==> config.mk <==
export PLATFORM = sky130hd
export DESIGN_NAME = id_ex_stage
export DESIGN_NICKNAME = d
export VERILOG_FILES = /design/src/rtl/pipe_pkg.sv /design/src/rtl/fwd_unit.sv /design/src/rtl/id_ex_stage.sv
export SDC_FILE = /design/constraint.sdc
export NUM_CORES = 1
export LEC_CHECK = 0
export BUFFER_PORTS_ARGS = -buffer_cell sky130_fd_sc_hd__buf_2
export CORE_AREA = 2 2 115 117
export DETAILED_ROUTE_END_ITERATION = 6
export DIE_AREA = 0 0 117 119
export SYNTH_ARGS = -nofsm -noshare
export SYNTH_HDL_FRONTEND = slang
export SYNTH_HIERARCHICAL = 1
export SYNTH_SLANG_ARGS = --single-unit
==> constraint.sdc <==
create_clock -name clk -period 2.9 [get_ports clk]
set_input_delay 0.145 -clock clk [delete_from_list [all_inputs] [get_ports clk]]
set_output_delay 0.145 -clock clk [all_outputs]
set_load 0.005 [all_outputs]
==> src/rtl/pipe_pkg.sv <==
// Shared pipeline definitions: ALU opcodes, forwarding selects and EX control bundle.
package pipe_pkg;

    localparam logic [3:0] ALU_AND = 4'b0000;
    localparam logic [3:0] ALU_OR  = 4'b0001;
    localparam logic [3:0] ALU_ADD = 4'b0010;
    localparam logic [3:0] ALU_XOR = 4'b0011;
    localparam logic [3:0] ALU_LUI = 4'b0100;
    localparam logic [3:0] ALU_SUB = 4'b0110;
    localparam logic [3:0] ALU_SLT = 4'b0111;

    localparam logic [4:0] REG_ZERO = 5'd0;

    typedef enum logic [1:0] {
        FWD_REG,
        FWD_MEM,
        FWD_WB
    } fwd_sel_t;

    typedef struct packed {
        logic       valid;
        logic       reg_write;
        logic       mem_read;
        logic       mem_write;
        logic       alu_src;
        logic [3:0] alu_ctrl;
    } ex_ctrl_t;

endpackage

==> src/rtl/fwd_unit.sv <==
// EX-side operand forwarding: picks MEM, then WB, then the latched register value.
module fwd_unit
    import pipe_pkg::*;
#(
    parameter int DATA_W = 32
) (
    input  logic [4:0]        rs_addr,
    input  logic [4:0]        rt_addr,
    input  logic [DATA_W-1:0] rs_reg,
    input  logic [DATA_W-1:0] rt_reg,
    input  logic              mem_reg_write,
    input  logic [4:0]        mem_rd_addr,
    input  logic [DATA_W-1:0] mem_alu_out,
    input  logic              wb_reg_write,
    input  logic [4:0]        wb_rd_addr,
    input  logic [DATA_W-1:0] wb_data,
    output logic [DATA_W-1:0] rs_fwd,
    output logic [DATA_W-1:0] rt_fwd
);

    fwd_sel_t rs_sel, rt_sel;

    function automatic fwd_sel_t pick(input logic [4:0] a, input logic mw, input logic [4:0] ma,
                                      input logic ww, input logic [4:0] wa);
        if (mw && ma != REG_ZERO && ma == a) return FWD_MEM;
        if (ww && wa != REG_ZERO && wa == a) return FWD_WB;
        return FWD_REG;
    endfunction

    function automatic logic [DATA_W-1:0] mux(input fwd_sel_t s, input logic [DATA_W-1:0] r);
        case (s)
            FWD_MEM: return mem_alu_out;
            FWD_WB:  return wb_data;
            default: return r;
        endcase
    endfunction

    always_comb begin
        rs_sel = pick(rs_addr, mem_reg_write, mem_rd_addr, wb_reg_write, wb_rd_addr);
        rt_sel = pick(rt_addr, mem_reg_write, mem_rd_addr, wb_reg_write, wb_rd_addr);
        rs_fwd = mux(rs_sel, rs_reg);
        rt_fwd = mux(rt_sel, rt_reg);
    end

endmodule

==> src/rtl/id_ex_stage.sv <==
// ID/EX register with load-use stall and operand delivery to the ALU.
// FWD_UNIT_EN enables MEM/WB forwarding; without it, RAW hazards stall instead.
module id_ex_stage
    import pipe_pkg::*;
#(
    parameter int DATA_W = 32
) (
    input  logic              clk,
    input  logic              rst_n,
    input  logic              id_valid,
    input  logic [DATA_W-1:0] id_rs_data,
    input  logic [DATA_W-1:0] id_rt_data,
    input  logic [4:0]        id_rs_addr,
    input  logic [4:0]        id_rt_addr,
    input  logic [4:0]        id_rd_addr,
    input  logic [15:0]       id_imm,
    input  logic              id_alu_src,
    input  logic              id_ext_sign,
    input  logic [3:0]        id_alu_ctrl,
    input  logic              id_reg_write,
    input  logic              id_mem_read,
    input  logic              id_mem_write,
    input  logic              flush,
    input  logic              mem_reg_write,
    input  logic [4:0]        mem_rd_addr,
    input  logic [DATA_W-1:0] mem_alu_out,
    input  logic              wb_reg_write,
    input  logic [4:0]        wb_rd_addr,
    input  logic [DATA_W-1:0] wb_data,
    output logic              id_stall,
    output logic              ex_valid,
    output logic [DATA_W-1:0] ex_rs,
    output logic [DATA_W-1:0] ex_rt,
    output logic [DATA_W-1:0] ex_store_data,
    output logic [3:0]        ex_alu_ctrl,
    output logic [4:0]        ex_rd_addr,
    output logic              ex_reg_write,
    output logic              ex_mem_read,
    output logic              ex_mem_write
);

    ex_ctrl_t          ctrl_d, ctrl_q;
    logic [DATA_W-1:0] rs_data_d, rs_data_q, rt_data_d, rt_data_q, imm_d, imm_q;
    logic [4:0]        rs_addr_d, rs_addr_q, rt_addr_d, rt_addr_q, rd_addr_d, rd_addr_q;
    logic [DATA_W-1:0] rs_fwd, rt_fwd;
    logic              stall;

    function automatic logic src_hit(input logic [4:0] a, input logic [4:0] rs, input logic [4:0] rt);
        return a != REG_ZERO && (a == rs || a == rt);
    endfunction

    always_comb begin
        stall = 1'b0;
        if (id_valid) begin
            if (ctrl_q.valid && ctrl_q.mem_read && src_hit(rd_addr_q, id_rs_addr, id_rt_addr))
                stall = 1'b1;
`ifndef FWD_UNIT_EN
            // WB writers are covered by the write-first register file.
            if (ctrl_q.valid && ctrl_q.reg_write && src_hit(rd_addr_q, id_rs_addr, id_rt_addr))
                stall = 1'b1;
            if (mem_reg_write && src_hit(mem_rd_addr, id_rs_addr, id_rt_addr))
                stall = 1'b1;
`endif
        end
    end

    always_comb begin
        ctrl_d    = '0;
        rs_data_d = '0;
        rt_data_d = '0;
        imm_d     = '0;
        rs_addr_d = REG_ZERO;
        rt_addr_d = REG_ZERO;
        rd_addr_d = REG_ZERO;
        if (id_valid && !flush && !stall) begin
            ctrl_d.valid     = 1'b1;
            ctrl_d.reg_write = id_reg_write;
            ctrl_d.mem_read  = id_mem_read;
            ctrl_d.mem_write = id_mem_write;
            ctrl_d.alu_src   = id_alu_src;
            ctrl_d.alu_ctrl  = id_alu_ctrl;
            rs_data_d        = id_rs_data;
            rt_data_d        = id_rt_data;
            imm_d            = {{(DATA_W-16){id_ext_sign & id_imm[15]}}, id_imm};
            rs_addr_d        = id_rs_addr;
            rt_addr_d        = id_rt_addr;
            rd_addr_d        = id_rd_addr;
        end
    end

    always_ff @(posedge clk or negedge rst_n) begin
        if (!rst_n) begin
            ctrl_q    <= '0;
            rs_data_q <= '0;
            rt_data_q <= '0;
            imm_q     <= '0;
            rs_addr_q <= REG_ZERO;
            rt_addr_q <= REG_ZERO;
            rd_addr_q <= REG_ZERO;
        end else begin
            ctrl_q    <= ctrl_d;
            rs_data_q <= rs_data_d;
            rt_data_q <= rt_data_d;
            imm_q     <= imm_d;
            rs_addr_q <= rs_addr_d;
            rt_addr_q <= rt_addr_d;
            rd_addr_q <= rd_addr_d;
        end
    end

`ifdef FWD_UNIT_EN
    fwd_unit #(.DATA_W(DATA_W)) u_fwd (
        .rs_addr       (rs_addr_q),
        .rt_addr       (rt_addr_q),
        .rs_reg        (rs_data_q),
        .rt_reg        (rt_data_q),
        .mem_reg_write (mem_reg_write),
        .mem_rd_addr   (mem_rd_addr),
        .mem_alu_out   (mem_alu_out),
        .wb_reg_write  (wb_reg_write),
        .wb_rd_addr    (wb_rd_addr),
        .wb_data       (wb_data),
        .rs_fwd        (rs_fwd),
        .rt_fwd        (rt_fwd)
    );
`else
    logic unused_fwd;
    assign unused_fwd = ^{mem_alu_out, wb_reg_write, wb_rd_addr, wb_data, rs_addr_q, rt_addr_q};
    assign rs_fwd     = rs_data_q;
    assign rt_fwd     = rt_data_q;
`endif

    assign id_stall      = stall;
    assign ex_valid      = ctrl_q.valid;
    assign ex_rs         = rs_fwd;
    assign ex_store_data = rt_fwd;
    assign ex_rt         = ctrl_q.alu_src ? imm_q : rt_fwd;
    assign ex_alu_ctrl   = ctrl_q.alu_ctrl;
    assign ex_rd_addr    = rd_addr_q;
    assign ex_reg_write  = ctrl_q.reg_write;
    assign ex_mem_read   = ctrl_q.mem_read;
    assign ex_mem_write  = ctrl_q.mem_write;

endmodule

-- After elaboration in Yosys (flattened, before gate mapping)
Cells that the tools add are included.
- output and inout bits: 110
- bits of input ports: 184
- word-level logic and storage cells: 40
- register bits after elaboration: 110
- bitwise operators: 1
- reduce and logical (&&, ||, !) cells: 15
- eq/ne operators: 4
- muxes and demuxes: 10
- operator list (cell ; number):
    2-to-1 mux 32 bit ; 4
    == test 5 bit ; 4
    nonzero test 5 bit ; 2
    logical AND 1 bit ; 9
    2-to-1 mux 9 bit ; 1
    2-to-1 mux 5 bit ; 1
    2-to-1 mux 1 bit ; 4
    zero test 1 bit ; 2
    logical OR 1 bit ; 2
    bitwise AND 1 bit ; 1

-- Logic depth before layout (Yosys ltp)
Gate-level depths: netlist of the first run.
- depth in word-level cells: 11
- depth in mapped cells: 7
- gate-level depth less buffers: 5

-- Worst setup path after synthesis of the first run
No wires, ideal clock.
- path type: input -> register
- start: input mem_rd_addr[1]
- end: register ctrl_q[4] (netlist bit)
- slack: 1.270 ns
- stages on the path: 6
- data required time: 2.834 ns
- arrival time: 1.565 ns
- cells stage by stage: or4_1 > o21a_1 > a221oi_2 > buf_4 > clkbuf_2 > and2_1
- RTL lines (element ; RTL line ; RTL):
    from (decl) ; id_ex_stage.sv:25 ; input logic [4:0] mem_rd_addr,
    to (signal assigned) ; id_ex_stage.sv:101 ; ctrl_q <= ctrl_d;
    to (decl) ; id_ex_stage.sv:42 ; ex_ctrl_t ctrl_d, ctrl_q;

-- Final worst setup path of the first run
- start: register rd_addr_q[1] (netlist: ex_rd_addr[1])
- end: output id_stall
- cells in the longest elaborated chain, start to end: 8
- elaborated cells on any way between the ends: 11
- classes of those cells: 2 x eq/ne; 4 x mux; 5 x reduce/logical
- RTL lines (element ; RTL line ; RTL):
    from (decl) ; id_ex_stage.sv:44 ; logic [4:0] rs_addr_d, rs_addr_q, rt_addr_d, rt_addr_q, rd_addr_d, rd_addr_q;
    from (signal assigned) ; id_ex_stage.sv:107 ; rd_addr_q <= rd_addr_d;
    == test 5 bit ; id_ex_stage.sv:49 ; return a != REG_ZERO && (a == rs || a == rt);
    logical OR 1 bit ; id_ex_stage.sv:49 ;
    logical AND 1 bit * ; id_ex_stage.sv:49 ;
    logical AND 1 bit ; id_ex_stage.sv:55 ; if (ctrl_q.valid && ctrl_q.mem_read && src_hit(rd_addr_q, id_rs_addr, id_rt_addr))
    2-to-1 mux 1 bit ; id_ex_stage.sv:55 ;
    2-to-1 mux 1 bit * ; id_ex_stage.sv:59 ; if (ctrl_q.valid && ctrl_q.reg_write && src_hit(rd_addr_q, id_rs_addr, id_rt_addr))
    2-to-1 mux 1 bit * ; id_ex_stage.sv:61 ; if (mem_reg_write && src_hit(mem_rd_addr, id_rs_addr, id_rt_addr))
    2-to-1 mux 1 bit * ; id_ex_stage.sv:54 ; if (id_valid) begin
    to (decl) ; id_ex_stage.sv:30 ; output logic id_stall,
Every way passes the cells marked *; elsewhere a longest branch is shown, timed or not.

==> reports/metrics.yaml, run 1 <==
status: "finished with violations"
violations: "negative hold slack"
rows: 42
grt_overflow: 0
max_freq_mhz: 507
r2r-end: "ex_rs[21]"
syn_inst: 298
layout.nets: 703
place.gp.congestion: 0.750
clk_latency_ns: 0.33
post-place-ws_ns: 0.906
numCtsBuffers: 9
cts_tree: "yes"
vias_per_cell: 4.07
avgSynthCellArea_um2: 12.4
crit_arrival_ns: 1.83
worst_path_max_delay_cell: "dfrtp_1"
ys_top_cells_by_area: "dfrtp_1 (64%), and2_1 (16%), mux2_2 (4.9%), xnor2_1 (4.8%), o21ai_0 (2.3%)"
async_reset_ff_frac: 1.00
boundaryPins: 294
ys_seq_elements: 95
ys_warn_count: 6
startpoint_type: "flop"
fin_skew_ns: 0.00520
cp_cell_sequence: "xnor2_1 > nand3_1 > o22ai_1 > a22o_1 > and2_1 > buf_2"
synth_edf_count: 0
power.leakage_nw: 2.96
drv_cap: 0
numClockSinks: 95
drive_gt1_frac: 0.491
slew_headroom: 0.316
grt_max_degree: 82
htreeDepth: 3
synth_cell_type_count: 22
synth_area_leader_cell: "dfrtp_1"
grt_pass1_wl_um: 13600
drt-total-wl_um: 8980
clk_pin_slew_worst_paths_ns: 0.07
first_pass_iters: 4
min_path_type: "in2async"
dieHeight_um: 119
timing_hold_violations_final: 21
antenna_found_initial: 0
post_cts_buffers: 0
synth_top_area_frac: 0.645
antenna_cells: 0
core_area_um2: 12900
die_x_um: 117
track_usage: 0.126
grt_pass1_vias: 2790
dr_total_vias: 2847
regToRegSetupSlack_ns: 1.12
powerDensity_nw_per_um2: 567
grt_setup_unrepaired: "no"
wl_per_cell_um: 12.9
holdWs_ns: -0.0352
ys_seq_area_frac: 0.645
die_area_um2: 13900
cp-end-kind: "output port"
finalMaxSlewViolations: 0
initial_core_util: 0.286
worst_pin_slew_ns: 1.03
finalSetupViolCount: 0
crit_required_ns: 2.76
synth_ff_type: "dfrtp_1"
setup_ws_ns: 0.928
reg2reg_depth: 6
drt-initial-drc-count: 72
crit_path_max_incr_delay_ns: 0.43
n_fill_cell: 1273
cts.path.max_buffers: 2
drc: 0
setup_tns_ns: 0
post-dp-hpwl_um: 6730
fin_crit_sh: 0.680
synthToLayoutAreaGrowth_pct: 44.1
drtAntennaViolNets: 0
critPathKind: "reg2out"
synthesis.area_um2: 3690
synth_most_common_cell: "dfrtp_1"
peakVddDrop_uv: 255
syn_nets: 482
netlist_top_cells_count: "dfrtp_1 (95), and2_1 (93), xnor2_1 (20)"
path_max_fanout: 4
cts_root_buffer: "clkbuf_16"
period_minus_slack_ns: 1.97
regToRegStartpoint: "ex_rd_addr[0]"
portBuffers: 223
-- logic make-up (layout without fill, tap and decap cells) --
kind of cell    Yosys count  in the layout  share of synthesized area
simple gates            109            109                      0.179
mux                      16             16                     0.0489
xor+xnor                 20             20                     0.0475
flops                    95             95                      0.645
compound gates           23             23                     0.0363
buf+inv                  35            260                     0.0434
-- flip-flops by register name, indices dropped and copies added (netlist names) --
signal / count
ex_store_data: 32
ex_reg_write: 1
ex_rd_addr: 5
ctrl_q: 1
ex_mem_read: 1
ex_mem_write: 1
ex_rs: 32
ex_valid: 1
imm_q: 17
ex_alu_ctrl: 4
-- what timing repair did --
action / 4_1_cts / 5_1_grt
resized for setup: 0 / 0
hold buffers: 2 / 0
hold endpoints to repair: 3 / 0
-- layer usage --
metal  track usage  wire, um  vias to the layer above
li1              -         -                     1369
met1         0.152      3730                     1343
met2         0.210      4430                      122
met3        0.0453       687                       13
met4        0.0397       130                        0
met5             0         0                        -
-- cell usage in the layout (no fill, tap or decap), drive strengths merged --
master,n
a21oi,1
a221oi,1
a22o,1
and2,93
buf,227
bufinv,3
clkbuf,11
clkinv,1
dfrtp,95
dlygate4sd3,2
inv,16
mux2,16
nand2,6
nand2b,1
nand3,4
nor2,1
nor3,2
nor4b,1
o21a,1
o21ai,17
o22ai,2
or4,1
xnor2,20
-- metrics by stage --
step | instances | area, um^2 | power [mW] | utilization | hold WS [ns]
global route | 699 | 5320 | 3.16 | 0.413 | 0.00103
global placement | 682 | 4970 | 1.73 | 0.386 | 0.338
floorplan | 298 | 3690 | 1.55 | - | -0.151
finish | 699 | 5320 | 3.02 | 0.413 | -0.0352
CTS | 699 | 5320 | 3.07 | 0.413 | 0.000354
detailed placement | 682 | 4970 | 1.74 | 0.386 | 0.341
-- area by class of cell --
type                            instances  area [um^2]  area share
Clock buffer                           11          233      0.0438
Inverter                               16         60.1      0.0113
Clock inverter                          4         95.1      0.0179
Multi-Input combinational cell        168         1160       0.218
Sequential cell                        95         2380       0.447
Tap cell                              176          220      0.0414
Timing Repair Buffer                  229         1170       0.220
-- power by group --
group | total (mW) | internal [mW] | switching (mW)
Clock | 1.31 | 0.837 | 0.470
Sequential | 1.40 | 1.38 | 0.0231
Combinational | 0.306 | 0.165 | 0.141
-- worst max path at each step --
stage	end	from
CTS	ex_rt[3]	ctrl_q[4]
finish	id_stall	ex_rd_addr[1]
detailed placement	ex_rs[21]	mem_rd_addr[1]
global placement	ex_rs[21]	mem_rd_addr[1]
floorplan	ctrl_q[4]	mem_rd_addr[1]
global route	id_stall	ex_rd_addr[0]
-- critical path: cells and delay by family, from the launching register on --
family | cells | cell delay, ns
AND/OR/NAND/NOR | 2 | 0.21
buffers and inverters | 1 | 0.10
XOR/XNOR | 1 | 0.18
flip-flops | 1 | 0.43
AO/OA/AOI/OAI | 2 | 0.57
No activity file was read; power rests on OpenSTA's default activity.
==> run 2: changes to the inputs <==
--- a/config.mk
+++ b/config.mk
@@ -5,10 +5,12 @@
 export SDC_FILE = /design/constraint.sdc
 export NUM_CORES = 1
 export LEC_CHECK = 0
+export ABC_AREA = 1
 export BUFFER_PORTS_ARGS = -buffer_cell sky130_fd_sc_hd__buf_2
 export CORE_AREA = 2 2 115 117
 export DETAILED_ROUTE_END_ITERATION = 6
 export DIE_AREA = 0 0 117 119
+export PLACE_DENSITY = 0.67
 export SYNTH_ARGS = -nofsm -noshare
 export SYNTH_HDL_FRONTEND = slang
 export SYNTH_HIERARCHICAL = 1
==> constraint.sdc (replaced) <==
create_clock -name clk -period 1.65 [get_ports clk]
set_input_delay 0.0825 -clock clk [delete_from_list [all_inputs] [get_ports clk]]
set_output_delay 0.0825 -clock clk [all_outputs]
set_load 0.005 [all_outputs]
==> run 2 against run 1 <==
Net effect:
- the flow now finishes without violations
- via count increased by 33%
- first-iteration DRC count increased to 2.6 times the previous value
- synthesized cell count increased by 50%
- highest routed layer unchanged
==> reports/metrics.yaml, run 2 <==
post-place-ws_ns: 0.112
dr_total_vias: 3783
crit_top_cell: "nor2_1"
cts.path.max_buffers: 2
drc: 0
crit_required_ns: 1.57
startpoint_type: "flop"
layout.nets: 951
portBuffers: 223
drv_cap: 0
core_area_um2: 12900
routed-wl-met3_um: 760
numCtsBuffers: 9
fin_area_um2: 6560
path_max_fanout: 6
boundaryPins: 294
grt_overflow: 0
ys_warn_count: 6
drive_gt1_frac: 0.354
p_sw_frac: 0.240
worst_path_max_delay_cell: "dfrtp_2"
ys_top_cells_by_area: "dfrtp_1 (60%), inv_1 (12%), nor2_1 (10%), mux2_2 (4.6%), nand2_1 (4.4%)"
grt_pass1_vias: 3983
async_reset_ff_frac: 1.00
track_usage: 0.169
synth_ff_type: "dfrtp_1"
grt_max_degree: 45
avgSynthCellArea_um2: 8.87
p_clk_frac: 0.379
synth_top_area_frac: 0.601
drt-total-wl_um: 11500
numClockSinks: 95
syn_inst: 446
critPathKind: "reg2out"
cts_tree: "yes"
routed-wl-met2_um: 6020
place_area_um2: 5270
clk_pin_slew_worst_paths_ns: 0.06
clk_latency_ns: 0.34
min_path_type: "in2async"
regToRegSetupSlack_ns: 0.12
drt-initial-drc-count: 187
finalMaxSlewViolations: 0
die_area_um2: 13900
period_minus_slack_ns: 1.60
vias_per_cell: 3.99
synth_edf_count: 0
place.gp.congestion: 0.740
synthToLayoutAreaGrowth_pct: 65.6
power.leakage_nw: 4.05
initial_core_util: 0.307
highest_layer: "met4"
cp_cell_sequence: "nor2_2 > nor2_1 > nor2_1 > nand3_1 > nand2_1 > nand2_2 > a21oi_2 > buf_2"
grt_setup_unrepaired: "yes"
powerDensity_nw_per_um2: 803
first_pass_iters: 4
timing_hold_violations_final: 0
peakVddDrop_uv: 578
fin_crit_sh: 0.971
worst_pin_slew_ns: 0.441
p_int_mw: 4.00
p_sw_mw: 1.26
cp-end-kind: "output port"
htreeDepth: 3
max_freq_mhz: 624
crit_path_max_incr_delay_ns: 0.44
ys_seq_area_frac: 0.601
synth_area_leader_cell: "dfrtp_1"
wl_per_cell_um: 12.1
wl_met1_um: 4380
crit_buf_inv: 1
crit_arrival_ns: 1.52
antenna_found_initial: 0
synthesis.area_um2: 3960
ys_seq_elements: 95
rows: 42
synth_most_common_cell: "inv_1"
dieHeight_um: 119
mostFrequentLayoutCells: "buf_2 (222), inv_1 (130), nor2_1 (105), dlygate4sd3_1 (96), dfrtp_1 (93)"
final_common_cell: "buf_2"
finalSetupViolCount: 0
reg2reg_depth: 9
netlist_top_cells_count: "inv_1 (130), nor2_1 (106), dfrtp_1 (95)"
setup_ws_ns: 0.0474
synth_cell_type_count: 19
post-dp-hpwl_um: 7400
status: "completed"
drtAntennaViolNets: 0
syn_nets: 630
antenna_cells: 0
p_seq_frac: 0.468
p_comb_frac: 0.153
die_x_um: 117
cpLargestDelayFamily: "simple AND/OR/NAND/NOR gates"
fin_skew_ns: 0.00447
regToRegStartpoint: "ex_rd_addr[4]"
cts_root_buffer: "clkbuf_16"
r2r-end: "ex_rs[31]"
grt_pass1_wl_um: 18200
slew_headroom: 0.706
==> run 2: changes by cell type after synthesis, sizes merged, moves of 2 or more <==
cell / before / now
and2: 93 / 0
buf: 6 / 15
clkbuf: 13 / 4
inv: 16 / 132
nand2: 6 / 46
nand4: 0 / 2
nor2: 1 / 106
nor3: 2 / 0
o22ai: 2 / 0
xnor2: 20 / 4
xor2: 0 / 2
==> run 2: layout make-up <==
type	count	area [um^2]
Tap cell	176	220
Inverter	132	495
Sequential cell	95	2380
Clock buffer	12	267
Timing Repair Buffer	329	2210
Multi-Input combinational cell	200	967
Clock inverter	3	17.5
Fill cell	1171	6320
==> run 2: cell families (layout without fill, tap and decap cells) <==
family	count (synthesis)	in the layout	synth area share
AO/OA/AOI/OAI	19	19	0.0247
XOR/XNOR	6	6	0.0133
buffers and inverters	151	476	0.161
flip-flops	95	95	0.601
multiplexers	16	16	0.0455
AND/OR/NAND/NOR	159	159	0.155
==> run 2: worst max-delay path by stage <==
stage / slack (ns) / depth (start not counted) / start / to
after floorplan: 0.32 / 10 / ex_rd_addr[0] / ex_rs[0]
after global placement: 0.16 / 10 / ex_rd_addr[1] / ex_store_data[24]
after detailed placement: 0.11 / 10 / ex_rd_addr[4] / ex_store_data[25]
after CTS: 0.002 / 8 / ex_rd_addr[0] / id_stall
after global routing: -0.07 / 8 / ex_rd_addr[0] / id_stall
final: 0.05 / 8 / ex_rd_addr[0] / id_stall
==> run 2: metrics by stage <==
| stage | setup TNS [ns] | std cells | hold slack (ns) | util | power, mW |
|---|---|---|---|---|---|
| after floorplan | 0 | 446 | -0.213 | - | 2.76 |
| after global placement | 0 | 833 | -0.0409 | 0.409 | 3.11 |
| after detailed placement | 0 | 833 | -0.0327 | 0.409 | 3.12 |
| after CTS | 0 | 945 | 0.142 | 0.507 | 5.32 |
| after global routing | -0.0698 | 947 | 0.160 | 0.509 | 5.55 |
| final | 0 | 947 | 0.167 | 0.509 | 5.26 |
==> run 2: routing by layer <==
layer,vias to the layer above,global-route usage
met5,-,0
met1,1737,0.180
li1,1883,-
met2,136,0.305
met4,0,0.0647
met3,27,0.0565
==> run 2: what timing repair did <==
item | CTS | global route
setup buffers | 1 | 2
endpoints found under the setup margin | 17 | 21
gates resized for setup | 2 | 6
hold buffers | 96 | 0
pin swaps | 2 | 6
endpoints found under the hold margin | 153 | 0
==> run 2: power groups by stage <==
stage          Combinational [mW]  Sequential [mW]  Clock [mW]
4_1_cts                     0.795             2.46        2.07
3_5_place_dp                0.613             2.51           0
3_3_place_gp                0.604             2.50           0
5_1_grt                     0.899             2.47        2.18
6_report                    0.805             2.46        1.99
2_1_floorplan               0.250             2.51           0
